$ cat src/rtl/mul_result_collector_pkg.sv
// Shared types and defaults for the multiplier result collector.
// State encodings, default geometry, stall counter width.
package mul_result_collector_pkg;

  localparam int DEF_WIDTH = 32;
  localparam int DEF_DEPTH = 4;
  localparam int DEF_SEQ_W = 4;
  localparam int STALL_W   = 16;

  localparam logic STATE_WAIT    = 1'b0;
  localparam logic STATE_RELEASE = 1'b1;

  typedef enum logic {
    S_WAIT    = STATE_WAIT,
    S_RELEASE = STATE_RELEASE
  } state_t;

endpackage

$ cat src/rtl/mul_result_collector_if.sv
// Collector bus: multiplier done/ack side, consumer valid/ready side,
// plus full flag and stall count. slave = collector, master = environment.
interface mul_result_collector_if
  import mul_result_collector_pkg::*;
#(
  parameter int WIDTH = DEF_WIDTH,
  parameter int SEQ_W = DEF_SEQ_W
);

  logic               iDone;
  logic [2*WIDTH-1:0] iProduct;
  logic               oAck;
  logic               oValid;
  logic [2*WIDTH-1:0] oProduct;
  logic [SEQ_W-1:0]   oSeq;
  logic               iReady;
  logic               oFull;
  logic [STALL_W-1:0] oStallCycles;

  modport slave (
    input  iDone, iProduct, iReady,
    output oAck, oValid, oProduct, oSeq,
    output oFull, oStallCycles
  );

  modport master (
    output iDone, iProduct, iReady,
    input  oAck, oValid, oProduct, oSeq,
    input  oFull, oStallCycles
  );

endinterface

$ cat src/rtl/mul_result_collector_fifo.sv
// result_fifo: first-word-fall-through queue of {product, tag}.
// Ports: push side (iPush, data), pop (iPop), oValid/oFull, head data.
module result_fifo #(
  parameter int WIDTH = 32,
  parameter int DEPTH = 4,
  parameter int SEQ_W = 4
) (
  input  logic               Clock,
  input  logic               Reset,
  input  logic               iPush,
  input  logic [2*WIDTH-1:0] iPushProduct,
  input  logic [SEQ_W-1:0]   iPushSeq,
  input  logic               iPop,
  output logic               oValid,
  output logic               oFull,
  output logic [2*WIDTH-1:0] oHeadProduct,
  output logic [SEQ_W-1:0]   oHeadSeq
);

  localparam int PTR_W = $clog2(DEPTH);
  localparam int CNT_W = PTR_W + 1;

  logic [2*WIDTH-1:0] memProduct [DEPTH];
  logic [SEQ_W-1:0]   memSeq     [DEPTH];
  logic [PTR_W-1:0]   wrPtr;
  logic [PTR_W-1:0]   rdPtr;
  logic [CNT_W-1:0]   count;
  logic               doPush;
  logic               doPop;

  assign oValid = (count != '0);
  assign oFull  = (count == CNT_W'(DEPTH));
  assign doPush = iPush && !oFull;
  assign doPop  = iPop && oValid;

  assign oHeadProduct = oValid ? memProduct[rdPtr] : '0;
  assign oHeadSeq     = oValid ? memSeq[rdPtr] : '0;

  always_ff @(posedge Clock) begin
    if (Reset) begin
      wrPtr <= '0;
      rdPtr <= '0;
      count <= '0;
    end else begin
      if (doPush) wrPtr <= wrPtr + 1'b1;
      if (doPop)  rdPtr <= rdPtr + 1'b1;
      if (doPush && !doPop)
        count <= count + 1'b1;
      else if (!doPush && doPop)
        count <= count - 1'b1;
    end
  end

  // Storage needs no reset; entries are only visible through count.
  always_ff @(posedge Clock) begin
    if (doPush) begin
      memProduct[wrPtr] <= iPushProduct;
      memSeq[wrPtr]     <= iPushSeq;
    end
  end

endmodule

$ cat src/rtl/mul_result_collector.sv
// Captures multiplier products into a FWFT queue, acks the multiplier,
// tags results; ports: Clock, Reset, bus (collector side of the interface).
module mul_result_collector
  import mul_result_collector_pkg::*;
#(
  parameter int WIDTH = DEF_WIDTH,
  parameter int DEPTH = DEF_DEPTH,
  parameter int SEQ_W = DEF_SEQ_W
) (
  input logic Clock,
  input logic Reset,
  mul_result_collector_if.slave bus
);

  state_t             state;
  state_t             nextState;
  logic [SEQ_W-1:0]   rSeq;
  logic [SEQ_W-1:0]   nextSeq;
  logic               rAck;
  logic               nextAck;
  logic [STALL_W-1:0] rStall;
  logic [STALL_W-1:0] nextStall;
  logic               push;
  logic               pop;
  logic               full;
  logic               valid;
  logic [2*WIDTH-1:0] headProduct;
  logic [SEQ_W-1:0]   headSeq;

  always_ff @(posedge Clock) begin
    if (Reset) begin
      state  <= S_WAIT;
      rSeq   <= '0;
      rAck   <= 1'b0;
      rStall <= '0;
    end else begin
      state  <= nextState;
      rSeq   <= nextSeq;
      rAck   <= nextAck;
      rStall <= nextStall;
    end
  end

  // S_RELEASE waits for iDone to fall so one DONE episode
  // yields exactly one capture.
  always_comb begin
    nextState = state;
    nextSeq   = rSeq;
    nextAck   = 1'b0;
    nextStall = rStall;
    push      = 1'b0;
    unique case (state)
      S_WAIT: begin
        if (bus.iDone && !full) begin
          push      = 1'b1;
          nextSeq   = rSeq + 1'b1;
          nextAck   = 1'b1;
          nextState = S_RELEASE;
        end else if (bus.iDone && rStall != '1) begin
          nextStall = rStall + 1'b1;
        end
      end
      S_RELEASE: begin
        if (!bus.iDone) nextState = S_WAIT;
      end
      default: nextState = S_WAIT;
    endcase
  end

  assign pop = valid && bus.iReady;

  result_fifo #(
    .WIDTH (WIDTH),
    .DEPTH (DEPTH),
    .SEQ_W (SEQ_W)
  ) u_fifo (
    .Clock        (Clock),
    .Reset        (Reset),
    .iPush        (push),
    .iPushProduct (bus.iProduct),
    .iPushSeq     (rSeq),
    .iPop         (pop),
    .oValid       (valid),
    .oFull        (full),
    .oHeadProduct (headProduct),
    .oHeadSeq     (headSeq)
  );

  assign bus.oAck         = rAck;
  assign bus.oValid       = valid;
  assign bus.oFull        = full;
  assign bus.oProduct     = headProduct;
  assign bus.oSeq         = headSeq;
  assign bus.oStallCycles = rStall;

endmodule

$ cat src/flat_wrapper.sv
// flat-port wrapper written by rule: the top's interface ports become plain ports
module mul_result_collector_flat import mul_result_collector_pkg::*;
#(
  parameter int WIDTH = DEF_WIDTH,
  parameter int DEPTH = DEF_DEPTH,
  parameter int SEQ_W = DEF_SEQ_W
)
  (Clock, Reset, bus_iDone, bus_iProduct, bus_iReady, bus_oAck, bus_oValid, bus_oProduct, bus_oSeq, bus_oFull, bus_oStallCycles);
  mul_result_collector_if #(.WIDTH(WIDTH), .SEQ_W(SEQ_W)) bus_i ();
  input logic Clock;
  input logic Reset;
  input wire logic [$bits(bus_i.iDone)-1:0] bus_iDone;
  input wire logic [$bits(bus_i.iProduct)-1:0] bus_iProduct;
  input wire logic [$bits(bus_i.iReady)-1:0] bus_iReady;
  output wire logic [$bits(bus_i.oAck)-1:0] bus_oAck;
  output wire logic [$bits(bus_i.oValid)-1:0] bus_oValid;
  output wire logic [$bits(bus_i.oProduct)-1:0] bus_oProduct;
  output wire logic [$bits(bus_i.oSeq)-1:0] bus_oSeq;
  output wire logic [$bits(bus_i.oFull)-1:0] bus_oFull;
  output wire logic [$bits(bus_i.oStallCycles)-1:0] bus_oStallCycles;
  assign bus_i.iDone = bus_iDone;
  assign bus_i.iProduct = bus_iProduct;
  assign bus_i.iReady = bus_iReady;
  assign bus_oAck = bus_i.oAck;
  assign bus_oValid = bus_i.oValid;
  assign bus_oProduct = bus_i.oProduct;
  assign bus_oSeq = bus_i.oSeq;
  assign bus_oFull = bus_i.oFull;
  assign bus_oStallCycles = bus_i.oStallCycles;
  mul_result_collector #(.WIDTH(WIDTH), .DEPTH(DEPTH), .SEQ_W(SEQ_W)) u_core (.Clock(Clock), .Reset(Reset), .bus(bus_i));
endmodule
$ cat config.mk
export PLATFORM = sky130hd
export DESIGN_NAME = mul_result_collector_flat
export DESIGN_NICKNAME = d
export VERILOG_FILES = /design/src/rtl/mul_result_collector_pkg.sv /design/src/rtl/mul_result_collector_if.sv /design/src/rtl/mul_result_collector_fifo.sv /design/src/rtl/mul_result_collector.sv /design/src/flat_wrapper.sv
export SDC_FILE = /design/constraint.sdc
export NUM_CORES = 1
export LEC_CHECK = 0
export CAP_MARGIN = 15
export CORE_UTILIZATION = 50
export CTS_CLUSTER_DIAMETER = 60
export CTS_CLUSTER_SIZE = 30
export DETAILED_ROUTE_END_ITERATION = 10
export GPL_TIMING_DRIVEN = 0
export PLACE_DENSITY = 0.74
export SYNTH_ARGS = -nofsm -noshare
export SYNTH_HDL_FRONTEND = slang
export SYNTH_SLANG_ARGS = --single-unit
$ cat constraint.sdc
create_clock -name Clock -period 3.6 [get_ports Clock]
set_input_delay 0.72 -clock Clock [delete_from_list [all_inputs] [get_ports Clock]]
set_output_delay 0.72 -clock Clock [all_outputs]
set_load 0.005 [all_outputs]
# Yosys cells after proc, flatten, opt, wreduce, memory -nomap -nowiden
# Memories as Yosys holds them, arrays and structs flattened. A register that Yosys moved wholly into a read port is not among the register bits.
# Index checks and enable logic that the tools add are counted.
[totals]
in_bits = 68
wordCells = 47
output_inout_bits = 87
reg_bits = 29
ramBits = 272
n_memories = 2
[mem_list]
columns = ["name", "words", "word_bits", "rd", "rd_clocked_by_memory_dff", "wr", "line", "text"]
rows = [
  ["u_core.u_fifo.memProduct", 4, 64, 1, 1, 1, "mul_result_collector_fifo.sv:23", "logic [2*WIDTH-1:0] memProduct [DEPTH];"],
  ["u_core.u_fifo.memSeq", 4, 4, 1, 1, 1, "mul_result_collector_fifo.sv:24", "logic [SEQ_W-1:0] memSeq [DEPTH];"],
]
[classes]
reduce_logical = 14
n_addsub = 6
mux = 14
bitwise = 2
eq_ne = 2
[ops]
columns = ["operator", "n"]
rows = [
  ["$mux 64", 1],
  ["$add 16x1->16 const B", 1],
  ["$ne 16x16->1 const B", 1],
  ["$mux 2", 4],
  ["$logic_and 1x1->1", 7],
  ["$mux 3", 2],
  ["$mux 1", 5],
  ["$add 2x1->2 const B", 2],
  ["$add 4x1->4 const B", 1],
  ["$mux 4", 1],
  ["$add 3x1->3 const B", 1],
  ["$eq 3x3->1 const B", 1],
  ["$logic_not 1->1", 3],
  ["$reduce_and 3->1", 1],
  ["$reduce_bool 3->1", 1],
  ["$sub 3x1->3 const B", 1],
  ["$not 1->1", 2],
  ["$pmux 1 s2", 1],
  ["$reduce_and 2->1", 1],
  ["$reduce_bool 2->1", 1],
]

# Depth between registers and ports, before layout
[depth]
ltp_word = 10
ltp_mapped = 10

# Modules after synthesis
# Synthesis repeated with hierarchy kept, for this count alone.
[unflattened]
hier_cells = 603
area_unflattened_um2 = 11838.9
[modules_own_cells]
columns = ["mod", "seq_area_each_um2", "cells_per_inst", "area_each_um2", "instances"]
rows = [
  ["result_fifo", 8348.0, 480, 10739.0, 1],
  ["mul_result_collector", 440.4, 123, 1099.8, 1],
]

# Least setup slack after synthesis
# Ideal clock, no wire load.
[synth_timing]
kind = "in2reg"
startpoint = "input bus_iDone"
endpoint = "memory u_core.u_fifo.memProduct[0][0] in the netlist's numbering, enable pin"
stages = 2
setup_time_ps = 434
setup_slack_ps = 411
t_arrival_ps = 2755
path_buffers = 0
cell_sequence = "nor2b_1 -> and3_1"
[synth_between]
elab_chain_cells = 6
[synth_rtl]
columns = ["item", "line", "text"]
rows = [
  ["from (decl)", "flat_wrapper.sv:12", "input wire logic [$bits(bus_i.iDone)-1:0] bus_iDone;"],
  ["$logic_and 1x1->1", "mul_result_collector.sv:54", "if (bus.iDone && !full) begin"],
  ["$mux 1", "mul_result_collector.sv:54", ""],
  ["$mux 1", "mul_result_collector.sv:52", "unique case (state)"],
  ["$logic_and 1x1->1", "mul_result_collector_fifo.sv:33", "assign doPush = iPush && !oFull;"],
  ["$mux 1", "mul_result_collector_fifo.sv:56", "if (doPush) begin"],
  ["$mux 1 (not written as such)", "mul_result_collector_fifo.sv:57", "memProduct[wrPtr] <= iPushProduct;"],
  ["to (decl)", "mul_result_collector_fifo.sv:23", ""],
]
# No other way between the ends.

==> results.md <==
- Status: completed
- Highest clock rate: 294 MHz
- Pwr Total: 9.66 mW
- Die W: 155 um
- IO Port Bufs: 154
- Detailed router's first-iteration violation count: 466
- TritonCTS Buffers: 19
- Die H: 155 um
- Final GP Congestion: 0.844
- Root Buffer: clkbuf_16
- LEAKAGE: 4.55 nW
- DRT antenna net count: 0
- HP Class: reg -> reg
- Post-Synthesis Cells: 603
- MaxCap Viol Count: 0
- GRT overflow: 0
- RR Startpoint: u_core.u_fifo.count[0]
- Worst-Skew Late Latency: 0.51 ns
- CTS tree: yes
- Unrepaired setup endpoints after global routing: false
- Post-CTS Setup Repair Bufs: 0
- Worst Skew: 0.0253 ns
- # H-tree levels: 1
- Hold Path Origin: u_core.u_fifo.count[2]
- Data arrival, critical path: 2.68 ns
- Clock Tree Buf Depth: 3
- Distinct cell type count after synthesis: 38
- Reg clk slew, reported paths: 0.09 ns
- Power per standard cell area: 668 nW/um^2
- Slew margin rel.: 53.2%
- Async set-reset flop share out of synthesis: 0%
- Post-synthesis simple-gate area fraction: 7.05%
- Period utilization: 94.3%
- Endpoint, Worst Hold: u_core.u_fifo.count[2]
- First-pass GRT wire length: 35,800 um
- Xor/xnor cell area share of the yosys netlist: 0.597%
- Ys flop type: edfxtp_1
- DP Wirelength: 14,600 um
- Worst reg-to-reg setup slack: 0.86 ns
- Synth Area in Compound Gates: 1.98%
- Clock sink count: 303
- Synthesis-to-layout area growth: 23.3%
- Startpoint types: register
- Vias in the first global route: 6,420
- Final setup violation count: 0
- Layout cell share with drive strength beyond 1: 15.5%
- Top-area cell type share of the netlist area: 69.6%
- Post-layout min period: 3.40 ns
- Largest area contributor in the netlist: edfxtp_1
- Global-route usage over all layers: 19.4%
- Starting Density: 51.3%
- Type of the worst setup path: reg -> out
- WHS Path Cells: 2
- DR vias/cell: 5.56
- Initial antenna violation count: 1
- First-pass DRT Iterations: 5
- Final WL: 22,800 um
- Mapped cell area: 11,700 um^2
- I/O pin count: 155
- Max Slew Vio Count: 0
- WHS: 0.517 ns
- Transition time at the pin with the least slew margin: 0.695 ns
- Largest net degree at the start of global routing: 43
- Hold_buf cts: 0
- Fin nets: 856
- Final hold vios: 0
- Post-Synth Adder-Cell Area: 0.917%
- Routed length per placed instance: 20.6 um
- Main combinational cell family by area after synthesis: multiplexers
- Largest vdd supply drop: 0.000363 V
- Synth area leaders: edfxtp_1 (70%), mux4_2 (13%), dfxtp_1 (5.3%)
- Syn avg cell area: 19.5 um^2
- Drc violations: 0
- Mux cell area share after synthesis: 13.2%
- Crit Path Max Fanout: 10
- Reg2reg path depth: 10
- Seq cells post-synth: 303
- Synth warn: 0
- CP Capture Type: output port
- Sequential fraction of the synthesis area: 74.9%
- Die area: 24,100 um^2
- Syn_nets: 679
- Vias: 6,140
- Reg-to-Reg End: u_core.u_fifo.count[2]
- EDFF count, synth: 272
- Row cnt: 55
- CP required: 2.88 ns
- Core outline area: 22,800 um^2
==> logic make-up (layout without fill, tap and decap cells) <==
group | after synthesis | count (layout)
buffers and inverters | 37 | 225
other | 0 | 1
flip-flops | 303 | 303
AO/OA/AOI/OAI | 38 | 38
adder cells (fa/ha/maj) | 8 | 8
AND/OR/NAND/NOR | 139 | 139
multiplexers | 70 | 70
XOR/XNOR | 8 | 8
==> power breakdown <==
group          switching [mW]  total (mW)  internal [mW]
clock network            1.29        2.37           1.08
logic                    1.28        3.04           1.76
registers              0.0952        4.25           4.15
==> registers in the layout (all words and copies together) (netlist names), named ones only <==
name / cells
u_core.rSeq: 4
u_core.u_fifo.memSeq: 16
u_core.bus.oStallCycles: 16
u_core.u_fifo.wrPtr: 2
u_core.u_fifo.memProduct: 256
u_core.u_fifo.rdPtr: 2
u_core.bus.oAck: 1
u_core.u_fifo.count: 3
u_core.state: 1
==> cells in the mapped netlist, types with 3 or more instances <==
cell        n
nor2_1     11
inv_1       5
nand2_1    11
a21oi_1    17
dfxtp_1    31
and2_1     69
o21ai_0     7
o31ai_1     9
and3_1      6
mux4_2     68
clkbuf_1   21
or4_1      10
ha_1        7
xor2_1      5
nand3_1     8
buf_2       9
xnor2_1     3
edfxtp_1  272
or3_1       6
nand4_1     6
==> timing repair <==
item	in CTS	in global routing
hold endpoints to repair	0	0
cloned	0	0
resized for setup	6	3
endpoints found under the setup margin	25	20
==> routing by layer <==
metal | share of wire (%) | routed length, um | GRT usage [%] | up-vias
met5 | 0 | 0 | 0 | -
met4 | 1.5 | 334 | 4.20 | 0
met3 | 5.5 | 1260 | 3.15 | 29
met2 | 51 | 11500 | 33.2 | 209
met1 | 42 | 9640 | 26.4 | 3126
li1 | - | - | - | 2776
==> layout make-up <==
cell class | instances | area, um^2
sequential | 303 | 8790
fill | 1617 | 8380
multi-input combinational | 263 | 2810
timing repair buffer | 158 | 1650
clock buffer | 19 | 475
tap | 313 | 392
clock inverter | 13 | 181
buffer | 29 | 138
inverter | 6 | 23.8
antenna | 1 | 2.50
==> critical path: stages, from the launching register on <==
cell	delay, ns
dfxtp_1	0.32
clkbuf_1	0.25
clkbuf_4	0.31
clkbuf_2	0.32
mux4_2	0.35
and2_1	0.18
clkdlybuf4s50_1	0.45
==> stage by stage <==
step / setup TNS, ns / setup slack (ns) / utilization, % / cells / instance area, um^2
final: 0 / 0.204 / 63.3 / 1105 / 14500
after global placement: -408.87 / -1.51 / 59.8 / 1070 / 13700
after floorplan: 0 / 0.411 / - / 603 / 11700
after global routing: 0 / 0.0556 / 63.3 / 1104 / 14500
after detailed placement: 0 / 0.178 / 60.4 / 1074 / 13800
after CTS: 0 / 0.0138 / 63.3 / 1105 / 14500
==> cells in the final DEF (no fill, tap or decap), types with 2 or more instances in the layout <==
| cell | n |
|---|---|
| nand3_1 | 8 |
| inv_6 | 2 |
| or4_1 | 10 |
| buf_2 | 7 |
| clkbuf_1 | 17 |
| o21ai_0 | 7 |
| inv_8 | 4 |
| nor2b_1 | 2 |
| and2_1 | 69 |
| nor4_1 | 2 |
| xnor2_1 | 3 |
| mux4_2 | 68 |
| clkdlybuf4s50_1 | 154 |
| ha_1 | 7 |
| and3_4 | 4 |
| dfxtp_1 | 31 |
| buf_4 | 2 |
| inv_1 | 5 |
| nor2_1 | 11 |
| a21oi_1 | 17 |
| xor2_1 | 5 |
| nand2_1 | 11 |
| buf_16 | 4 |
| edfxtp_1 | 272 |
| o41ai_1 | 2 |
| and3_1 | 2 |
| clkbuf_16 | 19 |
| inv_16 | 3 |
| nand4_1 | 6 |
| or3_1 | 6 |
| o31ai_1 | 9 |
| nor3_1 | 2 |
==> how the worst max path moves through the flow <==
| stage | from | cells after the start | endpoint |
|---|---|---|---|
| 2_1_floorplan | bus_iDone | 2 | u_core.u_fifo.memProduct[0][0] |
| 3_3_place_gp | bus_iDone | 3 | u_core.u_fifo.memProduct[1][35] |
| 3_5_place_dp | register | 6 | bus_oProduct[50] |
| 4_1_cts | register | 6 | bus_oProduct[59] |
| 5_1_grt | register | 6 | bus_oProduct[50] |
| 6_report | register | 6 | bus_oProduct[50] |
Note: power is estimated with default switching activity, not from simulation.
